--- src/rtl/coproc_seq.sv ---
// CV-X-IF offload sequencer: accepts custom opcodes 0x08/0x09/0x0A into an in-order table,
// applies core commit/kill, and runs committed entries one at a time through the execution unit.
module coproc_seq #(
  parameter int unsigned X_ID_WIDTH = 4,
  parameter int unsigned DEPTH      = 4,
  parameter int unsigned XLEN       = 32
) (
  input  logic                  clk_i,
  input  logic                  rst_ni,
  input  logic                  issue_valid_i,
  output logic                  issue_ready_o,
  input  logic [31:0]           issue_instr_i,
  input  logic [X_ID_WIDTH-1:0] issue_id_i,
  input  logic [XLEN-1:0]       issue_rs0_i,
  input  logic [XLEN-1:0]       issue_rs1_i,
  input  logic [1:0]            issue_rs_valid_i,
  output logic                  issue_accept_o,
  output logic                  issue_writeback_o,
  input  logic                  commit_valid_i,
  input  logic [X_ID_WIDTH-1:0] commit_id_i,
  input  logic                  commit_kill_i,
  output logic                  exec_valid_o,
  input  logic                  exec_ready_i,
  output logic [6:0]            exec_op_o,
  output logic [XLEN-1:0]       exec_rs0_o,
  output logic [XLEN-1:0]       exec_rs1_o,
  input  logic                  exec_done_i,
  input  logic [XLEN-1:0]       exec_data_i,
  output logic                  result_valid_o,
  input  logic                  result_ready_i,
  output logic [X_ID_WIDTH-1:0] result_id_o,
  output logic [XLEN-1:0]       result_data_o,
  output logic [4:0]            result_rd_o,
  output logic                  result_we_o,
  output logic                  busy_o
);

  localparam int unsigned PTR_W = (DEPTH > 1) ? $clog2(DEPTH) : 1;
  localparam int unsigned CNT_W = PTR_W + 1;
  localparam logic [6:0] OP_RMLD = 7'h08;
  localparam logic [6:0] OP_RMST = 7'h09;
  localparam logic [6:0] OP_TEST = 7'h0A;

  typedef enum logic [1:0] {S_IDLE, S_DISPATCH, S_WAIT, S_RESULT} state_e;

  state_e                  state_q, state_d;
  logic [DEPTH-1:0]        valid_q, valid_d, cmt_q, cmt_d, kill_q, kill_d;
  logic [DEPTH-1:0]        id_match, commit_hit;
  logic [PTR_W-1:0]        head_q, head_d, tail_q, tail_d;
  logic [CNT_W-1:0]        count_q, count_d;

  logic [X_ID_WIDTH-1:0]   id_q  [DEPTH];
  logic [6:0]              op_q  [DEPTH];
  logic [4:0]              rd_q  [DEPTH];
  logic [XLEN-1:0]         rs0_q [DEPTH];
  logic [XLEN-1:0]         rs1_q [DEPTH];
  logic                    wb_q  [DEPTH];

  logic [6:0]              exec_op_q, exec_op_d;
  logic [XLEN-1:0]         exec_rs0_q, exec_rs0_d, exec_rs1_q, exec_rs1_d;
  logic [X_ID_WIDTH-1:0]   result_id_q, result_id_d;
  logic [XLEN-1:0]         result_data_q, result_data_d;
  logic [4:0]              result_rd_q, result_rd_d;

  logic [6:0]              issue_op;
  logic                    op_known, id_hit, full, push, pop, commit_new;
  logic                    head_empty, head_killed, head_commit_now;
  logic [6:0]              head_op;
  logic [XLEN-1:0]         head_rs0, head_rs1;
  logic                    unused_instr_bits;

  assign unused_instr_bits = ^issue_instr_i[31:12];

  assign issue_op          = issue_instr_i[6:0];
  assign op_known          = issue_op inside {OP_RMLD, OP_RMST, OP_TEST};
  assign issue_accept_o    = issue_valid_i && op_known;
  assign issue_writeback_o = issue_accept_o && (issue_op != OP_RMST);

  for (genvar gi = 0; gi < DEPTH; gi++) begin : g_entry
    assign id_match[gi]   = valid_q[gi] && (id_q[gi] == issue_id_i);
    assign commit_hit[gi] = commit_valid_i && valid_q[gi] && !cmt_q[gi] && !kill_q[gi]
                            && (id_q[gi] == commit_id_i);
  end

  assign id_hit        = |id_match;
  assign full          = (count_q == CNT_W'(DEPTH));
  assign issue_ready_o = rst_ni && !full && !id_hit
                         && (!issue_accept_o || issue_rs_valid_i == 2'b11);
  assign push          = issue_valid_i && issue_ready_o && issue_accept_o;
  assign commit_new    = push && commit_valid_i && (commit_id_i == issue_id_i);

  // With an empty table the entry being enqueued is the head, so a same-cycle
  // commit can start dispatch without waiting for the table write.
  assign head_empty      = (count_q == '0);
  assign head_op         = head_empty ? issue_op    : op_q[head_q];
  assign head_rs0        = head_empty ? issue_rs0_i : rs0_q[head_q];
  assign head_rs1        = head_empty ? issue_rs1_i : rs1_q[head_q];
  assign head_killed     = !head_empty && kill_q[head_q];
  assign head_commit_now = head_empty ? (commit_new && !commit_kill_i)
                                      : (cmt_q[head_q] || (commit_hit[head_q] && !commit_kill_i));

  always_comb begin
    valid_d = valid_q;
    cmt_d   = cmt_q;
    kill_d  = kill_q;
    for (int i = 0; i < DEPTH; i++) begin
      if (commit_hit[i]) begin
        if (commit_kill_i) kill_d[i] = 1'b1;
        else               cmt_d[i]  = 1'b1;
      end
    end
    if (push) begin
      valid_d[tail_q] = 1'b1;
      cmt_d[tail_q]   = commit_new && !commit_kill_i;
      kill_d[tail_q]  = commit_new && commit_kill_i;
    end
    if (pop) begin
      valid_d[head_q] = 1'b0;
      cmt_d[head_q]   = 1'b0;
      kill_d[head_q]  = 1'b0;
    end
    tail_d  = push ? tail_q + PTR_W'(1) : tail_q;
    head_d  = pop  ? head_q + PTR_W'(1) : head_q;
    count_d = count_q;
    if (push && !pop)      count_d = count_q + CNT_W'(1);
    else if (!push && pop) count_d = count_q - CNT_W'(1);
  end

  always_comb begin
    state_d       = state_q;
    pop           = 1'b0;
    exec_op_d     = exec_op_q;
    exec_rs0_d    = exec_rs0_q;
    exec_rs1_d    = exec_rs1_q;
    result_id_d   = result_id_q;
    result_data_d = result_data_q;
    result_rd_d   = result_rd_q;
    case (state_q)
      S_IDLE: begin
        if (head_killed) begin
          pop = 1'b1;
        end else if (head_commit_now) begin
          exec_op_d  = head_op;
          exec_rs0_d = head_rs0;
          exec_rs1_d = head_rs1;
          state_d    = S_DISPATCH;
        end
      end
      S_DISPATCH: begin
        if (exec_ready_i) state_d = S_WAIT;
      end
      S_WAIT: begin
        if (exec_done_i) begin
          if (wb_q[head_q]) begin
            result_id_d   = id_q[head_q];
            result_rd_d   = rd_q[head_q];
            result_data_d = exec_data_i;
            state_d       = S_RESULT;
          end else begin
            pop     = 1'b1;
            state_d = S_IDLE;
          end
        end
      end
      S_RESULT: begin
        if (result_ready_i) begin
          pop     = 1'b1;
          state_d = S_IDLE;
        end
      end
      default: state_d = S_IDLE;
    endcase
  end

  always_ff @(posedge clk_i or negedge rst_ni) begin
    if (!rst_ni) begin
      state_q       <= S_IDLE;
      valid_q       <= '0;
      cmt_q         <= '0;
      kill_q        <= '0;
      head_q        <= '0;
      tail_q        <= '0;
      count_q       <= '0;
      exec_op_q     <= '0;
      exec_rs0_q    <= '0;
      exec_rs1_q    <= '0;
      result_id_q   <= '0;
      result_data_q <= '0;
      result_rd_q   <= '0;
    end else begin
      state_q       <= state_d;
      valid_q       <= valid_d;
      cmt_q         <= cmt_d;
      kill_q        <= kill_d;
      head_q        <= head_d;
      tail_q        <= tail_d;
      count_q       <= count_d;
      exec_op_q     <= exec_op_d;
      exec_rs0_q    <= exec_rs0_d;
      exec_rs1_q    <= exec_rs1_d;
      result_id_q   <= result_id_d;
      result_data_q <= result_data_d;
      result_rd_q   <= result_rd_d;
    end
  end

  // Payload needs no reset: an entry is only read while its valid bit is set.
  always_ff @(posedge clk_i) begin
    if (push) begin
      id_q[tail_q]  <= issue_id_i;
      op_q[tail_q]  <= issue_op;
      rd_q[tail_q]  <= issue_instr_i[11:7];
      rs0_q[tail_q] <= issue_rs0_i;
      rs1_q[tail_q] <= issue_rs1_i;
      wb_q[tail_q]  <= issue_writeback_o;
    end
  end

  assign exec_valid_o   = (state_q == S_DISPATCH);
  assign exec_op_o      = exec_op_q;
  assign exec_rs0_o     = exec_rs0_q;
  assign exec_rs1_o     = exec_rs1_q;
  assign result_valid_o = (state_q == S_RESULT);
  assign result_we_o    = (state_q == S_RESULT);
  assign result_id_o    = result_id_q;
  assign result_data_o  = result_data_q;
  assign result_rd_o    = result_rd_q;
  assign busy_o         = (count_q != '0) || (state_q != S_IDLE);

endmodule
--- config.mk ---
export PLATFORM = sky130hd
export DESIGN_NAME = coproc_seq
export DESIGN_NICKNAME = d
export VERILOG_FILES = /design/src/rtl/coproc_seq.sv
export SDC_FILE = /design/constraint.sdc
export NUM_CORES = 1
export LEC_CHECK = 0
export ABC_AREA = 1
export CORE_ASPECT_RATIO = 0.6
export CORE_MARGIN = 3
export CORE_UTILIZATION = 45
export DETAILED_ROUTE_END_ITERATION = 10
export PLACE_DENSITY = 0.67
export REMOVE_ABC_BUFFERS = 1
export SYNTH_ARGS = -nofsm -noshare
export SYNTH_HDL_FRONTEND = slang
export SYNTH_SLANG_ARGS = --single-unit
--- constraint.sdc ---
create_clock -name clk_i -period 13.4 [get_ports clk_i]
set_input_delay 2.68 -clock clk_i [delete_from_list [all_inputs] [get_ports clk_i]]
set_output_delay 2.68 -clock clk_i [all_outputs]
set_load 0.03 [all_outputs]
==> impl_results.md <==
- Run status: completed
- Int Pwr: 3140 µW
- Slew at the pin closest to its max-slew limit: 1.07 ns
- Worst clock skew: 0.0120 ns
- Combinational group share of total power: 36.2%
- Most numerous cell on the critical path: clkdlybuf4s50_1
- Buffer cell driving the clock tree root: clkbuf_16
- Post-synthesis instance area: 18,600 µm²
- Total Negative Setup Slacks: 0 ns
- Final-report hold violation count: 0
- Buffers inserted during post-CTS setup optimization: 0
- Total Nets Final: 1,879
- Complex-gate fraction of the synthesized area: 13.4%
- Multiplexer area fraction after synthesis: 2.42%
- Wire length reported by the detailed router: 45.2 mm
- Path type of the worst min-delay path: flop to flop
- Avg Inst Size Synth: 12.3 µm²
- Leading cell types by count after synthesis: 324 x edfxtp_1, 242 x o21ai_0, 192 x nor2_1
- CTS sink cnt: 457
- Arrival time at the worst endpoint: 4.94 ns
- CTS tree: yes
- Placer's final routability congestion estimate: 0.887
- Initial Utilization: 45.8%
- Clock transition at the register clock pins on the worst setup and hold paths after CTS: 0.06 ns
- Pleak: 0.00839 µW
- Type of element capturing the critical path: primary output
- # Max-Cap Violations: 0
- Fraction of the mapped netlist area in adder cells: 0.713%
- Count of nets left with antenna violations after detail routing: 0
- Cell class contributing the biggest share of worst-path delay: buffers and inverters
- Most used standard cell by instance count after synthesis: edfxtp_1
- Dominant cell type by area after synthesis: edfxtp_1
- Rows: 57
- Count of unresolved DRC violations after routing: 0
- Highest ir drop seen on vdd: 156 µV
- Max FO, Critical Path: 6
- Final period util: 56.9%
- Unrepaired setup endpoints after global routing: false
- Number of unique standard cell types used by synthesis: 40
- Part of the Yosys area used for sequential elements: 70.2%
- Maximum number of pins on one net before global-route repair: 143
- Simple logic cell fraction of the synthesized area: 8.86%
- Share of power burned in the clock network: 26.4%
- Worst path buffer plus inverter count: 3
- Max-slew violation count: 0
- Number of flops mapped to enable cells by yosys: 324
- Number of iterations in the first detailed-routing pass: 5
- Clk buf depth: 3
- Remaining Overflow, GRT: 0
- Fraction of synthesized cell area taken by the top area cell type: 52.3%
- Final critical-path required period: 7.62 ns
- Req. time, crit path: 10.72 ns
- Type of the worst setup path: primary input to primary output
- Tot GR Track Use: 20.4%
- Yosys Warn Count: 0
- Final setup vio count: 0
- Die Height: 163 µm
- CTS buffer count: 44
- Clock H-tree levels: 2
- XOR/XNOR Fraction of Synth Area: 0.753%
- Worst hold-check slack: 0.476 ns
- Clock network latency to the later pin of the worst-skew pair: 0.56 ns
- Quantity of hold-fixing buffers added after cts: 0
- Cell with the biggest individual delay on the critical path: clkdlybuf4s50_1
- Dominant combinational cell family by area after synthesis: compound AO/OA/AOI/OAI gates
- Detailed-route via count: 12,500
- Horizontal die dimension: 268 µm
- FF+latch count, synth: 457
- Global-route wire length before repair: 70.1 mm
- Sw frac: 36.5%
- IO buf count: 244
- Sequential share of power: 37.5%
- Async SR Flop Fraction: 29.1%
- Primary flip-flop cell chosen by synthesis mapping: edfxtp_1
- I/O pin count: 265
- Biggest cell delay along the critical path: 0.81 ns
- Hpwl dp: 26.2 mm
- P per Cell Area: 215 nW/µm²
- CP cell instances: clkdlybuf4s50_1 > or2_1 > nor2_2 > inv_1 > nor3_1 > clkdlybuf4s50_1
- 1st-iter DRT viols: 1,013
- Routed length per instance: 19.7 µm
- Layout area overhead: 23.4%
- Average vias per placed instance: 5.44
- Initial antenna violation count: 1
- Floorplan Core Area: 40,700 µm²
- Sw Pwr: 1810 µW
- Fraction of final layout cells with drive strength greater than 1: 9.78%
- Dominant cells by area after synthesis: edfxtp_1 52%, dfrtp_1 18%, o21ai_0 6.5%, nor2_1 3.9%, o221ai_1 3.4%
- Max_slew headroom: 28.4%
- CTS resizes: 0
- Die footprint: 43,900 µm²
- Via count of the first global-routing pass: 12,300
- Gate count of the mapped netlist: 1,511
- Category of the worst setup path launch point: primary input
- Highest Clock Rate: 131 MHz
[final timing paths]
check / cells past startpoint / slack (ns) / end / startpoint
worst max-delay path: 6 / 5.78 / issue_writeback_o / issue_instr_i[4]
worst min-delay path: 1 / 0.48 / result_id_o[1] / result_id_o[1]
worst max register to register: 10 / 9.60 / rs0_q[2][15] / id_q[2][1]
worst min register to register: 1 / 0.48 / result_id_o[1] / result_id_o[1]
max in group asynchronous: 2 / 10.21 / exec_rs0_o[14] / rst_ni
min in group asynchronous: 1 / 2.03 / result_id_o[2] / rst_ni
[cells in the final DEF, fill, tap and decap left out, types with 12 or more instances in the layout]
master	instances
o21ai_2	12
nand2_1	166
o221ai_1	72
a21oi_1	25
buf_4	15
edfxtp_1	324
o21ai_0	242
clkdlybuf4s50_1	243
o21ai_1	60
nand3_1	17
nor2_1	188
inv_1	51
clkbuf_16	46
dfrtp_1	131
mux2_2	40
[sequential cells by signal, indices dropped and copies added (netlist names), 5 cells and up]
name           count
rd_q              20
exec_rs1_o        32
op_q              28
exec_op_o          7
result_rd_o        5
result_data_o     32
rs1_q            128
id_q              16
exec_rs0_o        32
rs0_q            128
[layer usage]
metal	up-vias	part of all wire, %	global-route usage (%)
met4	0	1.6	4.92
met3	55	6.6	4.10
li1	5889	-	-
met2	379	46	32.2
met5	-	0	0
met1	6147	45	29.2
[power groups by stage]
stage | Sequential (µW) | Clock [µW] | Combinational (µW)
after global routing | 1880 | 1390 | 1960
after detailed placement | 1880 | 0 | 1800
after floorplan | 2190 | 0 | 773
final | 1850 | 1300 | 1790
after global placement | 1880 | 0 | 1770
after CTS | 1860 | 1330 | 1810
[logic make-up after synthesis]
group / after synthesis
mux: 40
simple gates: 408
buf+inv: 151
flops: 457
xor+xnor: 16
fa+ha+maj: 10
compound gates: 429
[metrics by stage]
step	power (µW)	cells	instance area [µm²]	util, %	worst slack (ns)
after floorplan	2970	1418	18100	-	5.30
after global placement	3650	2208	21400	52.7	5.80
after detailed placement	3680	2208	21400	52.7	5.81
after CTS	5000	2289	22900	56.5	5.78
after global routing	5230	2290	23000	56.5	5.61
final	4940	2291	23000	56.5	5.78
[worst reg2reg max path: stages, from the launching register on]
cell	delay, ns
edfxtp_1	0.38
inv_1	0.14
nand2_1	0.12
o21ai_2	0.08
inv_1	0.04
nand3_1	0.08
nor2_1	0.06
nor2_1	0.11
nand3_1	0.52
nor2_4	1.00
buf_4	0.81
[area by class of cell]
class | count | area (µm²)
Antenna cell | 2 | 5.00
Clock buffer | 58 | 1260
Clock inverter | 23 | 269
Fill cell | 3382 | 17700
Inverter | 58 | 220
Multi-Input combinational cell | 903 | 4920
Sequential cell | 457 | 13100
Tap cell | 531 | 664
Timing Repair Buffer | 259 | 2560
No activity file was read; power rests on OpenSTA's default activity.
